`config.mk`:
```
export PLATFORM = sky130hd
export DESIGN_NAME = mips_multicycle_ctrl
export DESIGN_NICKNAME = d
export VERILOG_FILES = /design/src/rtl/mips_multicycle_ctrl.sv
export SDC_FILE = /design/constraint.sdc
export NUM_CORES = 1
export LEC_CHECK = 0
export BUFFER_PORTS_ARGS = -buffer_cell sky130_fd_sc_hd__buf_4
export CELL_PAD_IN_SITES_DETAIL_PLACEMENT = 1
export CELL_PAD_IN_SITES_GLOBAL_PLACEMENT = 1
export CORE_ASPECT_RATIO = 0.7
export CORE_MARGIN = 5
export CORE_UTILIZATION = 37
export CTS_BUF_LIST = sky130_fd_sc_hd__clkbuf_16
export CTS_CLUSTER_SIZE = 28
export DETAILED_ROUTE_END_ITERATION = 8
export PLACE_DENSITY = 0.86
export SYNTH_ARGS = -nofsm -noshare
export SYNTH_HDL_FRONTEND = slang
export SYNTH_SLANG_ARGS = --single-unit
```
`constraint.sdc`:
```
create_clock -name clk -period 2 [get_ports clk]
set_input_delay 0.1 -clock clk [delete_from_list [all_inputs] [get_ports clk]]
set_output_delay 0.1 -clock clk [all_outputs]
set_load 0.01 [all_outputs]
```
`src/rtl/mips_multicycle_ctrl.sv`:
```
// Main control FSM for the multi-cycle MIPS datapath.
// Sequences the shared memory, IR, register file, ALU and PC through fetch,
// decode, execute, memory and writeback states. Memory states stall on
// mem_ready, and every completed instruction bumps retired_count.
// Ports: clk, rst (async, active high); opcode, zero and mem_ready in;
// datapath strobes and selects, state (debug), retired, illegal_op and
// retired_count out.
module mips_multicycle_ctrl #(
  parameter int MEM_WAIT_EN = 1,
  parameter int RETIRE_W    = 32
) (
  input  logic                clk,
  input  logic                rst,
  input  logic [5:0]          opcode,
  input  logic                zero,
  input  logic                mem_ready,
  output logic                pc_write,
  output logic                pc_write_cond,
  output logic                i_or_d,
  output logic                mem_read,
  output logic                mem_write,
  output logic                ir_write,
  output logic                mem_to_reg,
  output logic                reg_dst,
  output logic                reg_write,
  output logic                alu_src_a,
  output logic [1:0]          alu_src_b,
  output logic [1:0]          alu_op,
  output logic [1:0]          pc_source,
  output logic [3:0]          state,
  output logic                retired,
  output logic                illegal_op,
  output logic [RETIRE_W-1:0] retired_count
);

  typedef enum logic [3:0] {
    S_FETCH  = 4'd0,
    S_DECODE = 4'd1,
    S_MEMADR = 4'd2,
    S_MEMRD  = 4'd3,
    S_MEMWB  = 4'd4,
    S_MEMWR  = 4'd5,
    S_EXEC   = 4'd6,
    S_ALUWB  = 4'd7,
    S_BRANCH = 4'd8,
    S_ADDIEX = 4'd9,
    S_ADDIWB = 4'd10,
    S_JUMP   = 4'd11
  } state_t;

  localparam logic [5:0] OP_R    = 6'b000000;
  localparam logic [5:0] OP_LW   = 6'b100011;
  localparam logic [5:0] OP_SW   = 6'b101011;
  localparam logic [5:0] OP_BEQ  = 6'b000100;
  localparam logic [5:0] OP_ADDI = 6'b001000;
  localparam logic [5:0] OP_J    = 6'b000010;

  typedef struct packed {
    logic       pc_write;
    logic       pc_write_cond;
    logic       i_or_d;
    logic       mem_read;
    logic       mem_write;
    logic       ir_write;
    logic       mem_to_reg;
    logic       reg_dst;
    logic       reg_write;
    logic       alu_src_a;
    logic [1:0] alu_src_b;
    logic [1:0] alu_op;
    logic [1:0] pc_source;
    logic       retired;
    logic       illegal_op;
  } ctl_t;

  state_t cur;
  state_t nxt;
  ctl_t   c;
  ctl_t   o;
  logic   rdy;

  // zero only steers the PC through pc_write_cond in the datapath.
  logic   unused_zero;
  assign unused_zero = zero;

  assign rdy = (MEM_WAIT_EN != 0) ? mem_ready : 1'b1;

  always_ff @(posedge clk or posedge rst) begin
    if (rst) begin
      cur           <= S_FETCH;
      retired_count <= '0;
    end else begin
      cur <= nxt;
      if (c.retired)
        retired_count <= retired_count + RETIRE_W'(1);
    end
  end

  always_comb begin
    nxt = cur;
    c   = '0;
    case (cur)
      S_FETCH: begin
        c.mem_read  = 1'b1;
        c.alu_src_b = 2'b01;
        if (rdy) begin
          c.ir_write = 1'b1;
          c.pc_write = 1'b1;
          nxt        = S_DECODE;
        end
      end
      S_DECODE: begin
        c.alu_src_b = 2'b11;
        case (opcode)
          OP_R:         nxt = S_EXEC;
          OP_LW, OP_SW: nxt = S_MEMADR;
          OP_BEQ:       nxt = S_BRANCH;
          OP_ADDI:      nxt = S_ADDIEX;
          OP_J:         nxt = S_JUMP;
          default: begin
            c.illegal_op = 1'b1;
            nxt          = S_FETCH;
          end
        endcase
      end
      S_MEMADR: begin
        c.alu_src_a = 1'b1;
        c.alu_src_b = 2'b10;
        nxt = (opcode == OP_SW) ? S_MEMWR : S_MEMRD;
      end
      S_MEMRD: begin
        c.mem_read = 1'b1;
        c.i_or_d   = 1'b1;
        if (rdy)
          nxt = S_MEMWB;
      end
      S_MEMWB: begin
        c.reg_write  = 1'b1;
        c.mem_to_reg = 1'b1;
        c.retired    = 1'b1;
        nxt          = S_FETCH;
      end
      S_MEMWR: begin
        c.mem_write = 1'b1;
        c.i_or_d    = 1'b1;
        if (rdy) begin
          c.retired = 1'b1;
          nxt       = S_FETCH;
        end
      end
      S_EXEC: begin
        c.alu_src_a = 1'b1;
        c.alu_op    = 2'b10;
        nxt         = S_ALUWB;
      end
      S_ALUWB: begin
        c.reg_write = 1'b1;
        c.reg_dst   = 1'b1;
        c.retired   = 1'b1;
        nxt         = S_FETCH;
      end
      S_BRANCH: begin
        c.alu_src_a     = 1'b1;
        c.alu_op        = 2'b01;
        c.pc_write_cond = 1'b1;
        c.pc_source     = 2'b01;
        c.retired       = 1'b1;
        nxt             = S_FETCH;
      end
      S_ADDIEX: begin
        c.alu_src_a = 1'b1;
        c.alu_src_b = 2'b10;
        nxt         = S_ADDIWB;
      end
      S_ADDIWB: begin
        c.reg_write = 1'b1;
        c.retired   = 1'b1;
        nxt         = S_FETCH;
      end
      S_JUMP: begin
        c.pc_write  = 1'b1;
        c.pc_source = 2'b10;
        c.retired   = 1'b1;
        nxt         = S_FETCH;
      end
      default: nxt = S_FETCH;
    endcase
  end

  // Reset silences every output at once, so an aborted instruction
  // never issues a strobe or a retire pulse.
  assign o = rst ? '0 : c;

  assign pc_write      = o.pc_write;
  assign pc_write_cond = o.pc_write_cond;
  assign i_or_d        = o.i_or_d;
  assign mem_read      = o.mem_read;
  assign mem_write     = o.mem_write;
  assign ir_write      = o.ir_write;
  assign mem_to_reg    = o.mem_to_reg;
  assign reg_dst       = o.reg_dst;
  assign reg_write     = o.reg_write;
  assign alu_src_a     = o.alu_src_a;
  assign alu_src_b     = o.alu_src_b;
  assign alu_op        = o.alu_op;
  assign pc_source     = o.pc_source;
  assign retired       = o.retired;
  assign illegal_op    = o.illegal_op;
  assign state         = cur;

endmodule

```
==> impl_metrics.json <==
{
  "rsz0062_at_grt": "yes",
  "synth_warnings": 0,
  "drtAntennaViolNets": 0,
  "synth.distinct_cells": 36,
  "power.share.clock_pct": 28.1,
  "max_stage_delay_ns": 0.46,
  "htreeDepth": 2,
  "post-route-min-period_ns": 1.871,
  "crit_path_end_kind": "flip-flop",
  "crit_family": "simple AND/OR/NAND/NOR gates",
  "syn_nets": 230,
  "seqPwrFrac_pct": 34.4,
  "start_kind": "flip-flop",
  "initialDrtViolationCount": 74,
  "r2r_end": "retired_count[31]",
  "hpwl_mm": 4.306,
  "synth_seq_area_share_pct": 44.55,
  "numCtsBuffers": 5,
  "r2r_start": "retired_count[9]",
  "timing_worst_setup_path_type": "reg2reg",
  "switching_share_pct": 34.41,
  "wire_per_inst_um": 15.95,
  "min_path_cells": 4,
  "cts_sinks": 36,
  "hold_viol_final": 0,
  "post-route-drc-count": 0,
  "design.core.area_mm2": 0.005258,
  "status": "finished, final reports clean",
  "fp-row-count": 22,
  "crit_buf_inv": 0,
  "power.internal_mw": 1.671,
  "initial_core_util_pct": 38.46,
  "fin_nets": 303,
  "synthCells": 219,
  "port_buffers": 62,
  "worst_ep_arrival_time_ns": 2.06,
  "die-area_mm2": 0.007067,
  "fin_cells": 364,
  "num_vias": 1911,
  "syn_area_mm2": 0.002022,
  "dp.cells": 356,
  "fillers": 626,
  "postCtsSetupBuffers": 0,
  "synthFlopType": "dfrtp_1",
  "maxCapViolCount": 0,
  "place_congestion": 0.8242,
  "grt_max_degree": 24,
  "r2r_cells": 5,
  "p_leak_nw": 1.379,
  "drive_above_1_share_pct": 32.19,
  "vias_per_cell": 5.250,
  "layout_commonest_cell": "buf_4",
  "hold_path.class": "in2reg",
  "synthArstFlopShare_pct": 100.0,
  "cp_slowest_cell": "dfrtp_1",
  "fin_util_pct": 53.21,
  "synth_edf_count": 0,
  "post-route-period-util_pct": 93.54,
  "ios": 64,
  "antenna_found_initial": 0,
  "cp.required_ns": 2.19,
  "tightestPinTransition_ns": 0.5636,
  "setup_viol": 0,
  "seq_area_um2": 900.9,
  "cts_tree": "done",
  "syn_area_per_cell_um2": 9.233,
  "max_freq_mhz": 534.5,
  "worstPathCellList": "nand4_4, or3_4, or3_4, nor3_2, xor2_1",
  "grt_usage_pct": 16.88,
  "switching_power_uw": 876.6,
  "fp.dieH_um": 71.85,
  "synthTopCellsByArea": "dfrtp_1, xnor2_1, xor2_1",
  "cp_max_fo": 6,
  "insertion_delay_ns": 0.27,
  "p_comb_share_pct": 37.6,
  "slew_violations": 0,
  "overflow": 0,
  "die_width_um": 98.36,
  "synth-seq-cells": 36,
  "synth_top_area_share_pct": 44.55,
  "clk_pin_slew_worst_paths_ns": 0.05,
  "antenna_cells": 0,
  "first_pass_iters": 4,
  "timing.setup.tns_ns": 0,
  "synth_area_leader_cell": "dfrtp_1",
  "clock-root-buffer": "clkbuf_16",
  "crit_top_cell": "or3_4",
  "peakVddDrop_mv": 0.4198,
  "ff2ff_setup_slack_ns": 0.13,
  "syn_to_final_growth_pct": 38.37,
  "multiInputGateArea_mm2": 0.001085,
  "hp-start": "opcode[4]",
  "grt_first_pass_wirelength_mm": 9.618,
  "layout_common_cells": "buf_4, dfrtp_1, nand2_1, nor2_1",
  "power.density_mw_per_mm2": 910.7,
  "slew_headroom_pct": 62.08,
  "cts_buffer_depth": 2,
  "skew_ns": 0.004704,
  "grt_pass1_vias": 1986,
  "holdPathEnd": "state[3]",
  "wl_mm": 5.804
}
==> synthesized netlist by cell type, drive strengths merged, types with 3 or more instances <==
master / n
nand4: 8
nand2: 21
nor2b: 3
nor3: 16
nand2b: 3
a21oi: 5
clkbuf: 5
nor4: 7
dfrtp: 36
o21ai: 6
xor2: 17
and4: 3
buf: 5
nor2: 21
nand3: 18
xnor2: 17
inv: 4
and3: 8
==> logic make-up (layout without fill, tap and decap cells) <==
logic type,after synthesis,count (layout),synth area share (%)
AO/OA/AOI/OAI,16,16,4.517
XOR/XNOR,34,34,14.73
adder cells (fa/ha/maj),1,1,0.6187
buffers and inverters,14,87,2.970
flip-flops,36,36,44.55
multiplexers,2,2,1.052
AND/OR/NAND/NOR,116,116,31.56
==> timing repair <==
action / CTS / global route
hold endpoints to repair: 14 / 0
setup endpoints to repair: 0 / 5
gates resized for setup: 0 / 5
hold buffers: 1 / 0
==> power groups by stage <==
stage	logic, mW	clock network (mW)	registers, mW
global route	1.05	0.775	0.889
global placement	0.915	0	0.880
finish	0.957	0.715	0.875
floorplan	0.492	0	0.906
CTS	0.942	0.733	0.877
detailed placement	0.935	0	0.887
==> state kept, by name (all words and copies together), names as in the netlist <==
name and count:
state 4, retired_count 32
==> worst max path at each step <==
| stage | start | endpoint | slack [ns] | cells after the start |
|---|---|---|---|---|
| floorplan | retired_count[9] | retired_count[31] | 0.22 | 5 |
| global placement | retired_count[9] | retired_count[31] | 0.19 | 5 |
| detailed placement | retired_count[9] | retired_count[31] | 0.17 | 5 |
| CTS | state[3] | illegal_op | 0.05 | 5 |
| global route | state[2] | pc_write | -0.009 | 5 |
| finish | retired_count[9] | retired_count[31] | 0.13 | 5 |
==> final cells by class <==
type	count	share of cell area (%)
Tap cell	72	3.220
Timing Repair Buffer	76	20.48
Clock buffer	5	4.472
Sequential cell	36	32.20
Multi-Input combinational cell	169	38.77
Inverter	4	0.5367
Clock inverter	2	0.3131
==> metrics by stage <==
step | hold WS [ns] | setup slack (ns) | area (um2) | total power [mW]
after floorplan | 0.2956 | 0.2160 | 2022 | 1.399
after global placement | 0.2248 | 0.1917 | 2630 | 1.795
after detailed placement | 0.2449 | 0.1676 | 2630 | 1.821
after CTS | 0.1563 | 0.05043 | 2774 | 2.552
after global routing | 0.1880 | -0.008951 | 2798 | 2.711
final | 0.1745 | 0.1292 | 2798 | 2.548
==> per-layer routing <==
metal  track usage (%)  vias to the layer above  share of wire (%)
li1                  -                      910                  -
met1             22.94                      949                 48
met2             26.52                       48                 46
met3             4.864                        4                5.2
met4             4.545                        0               0.72
met5                 0                        -                  0
==> worst reg2reg max path: cells and delay by family (launching register included) <==
| family | cells | cell delay [ns] |
|---|---|---|
| xor gates and xnor gates | 1 | 0.16 |
| DFF | 1 | 0.46 |
| and+or+nand+nor | 4 | 1.18 |
Note: power is estimated with default switching activity, not from simulation.
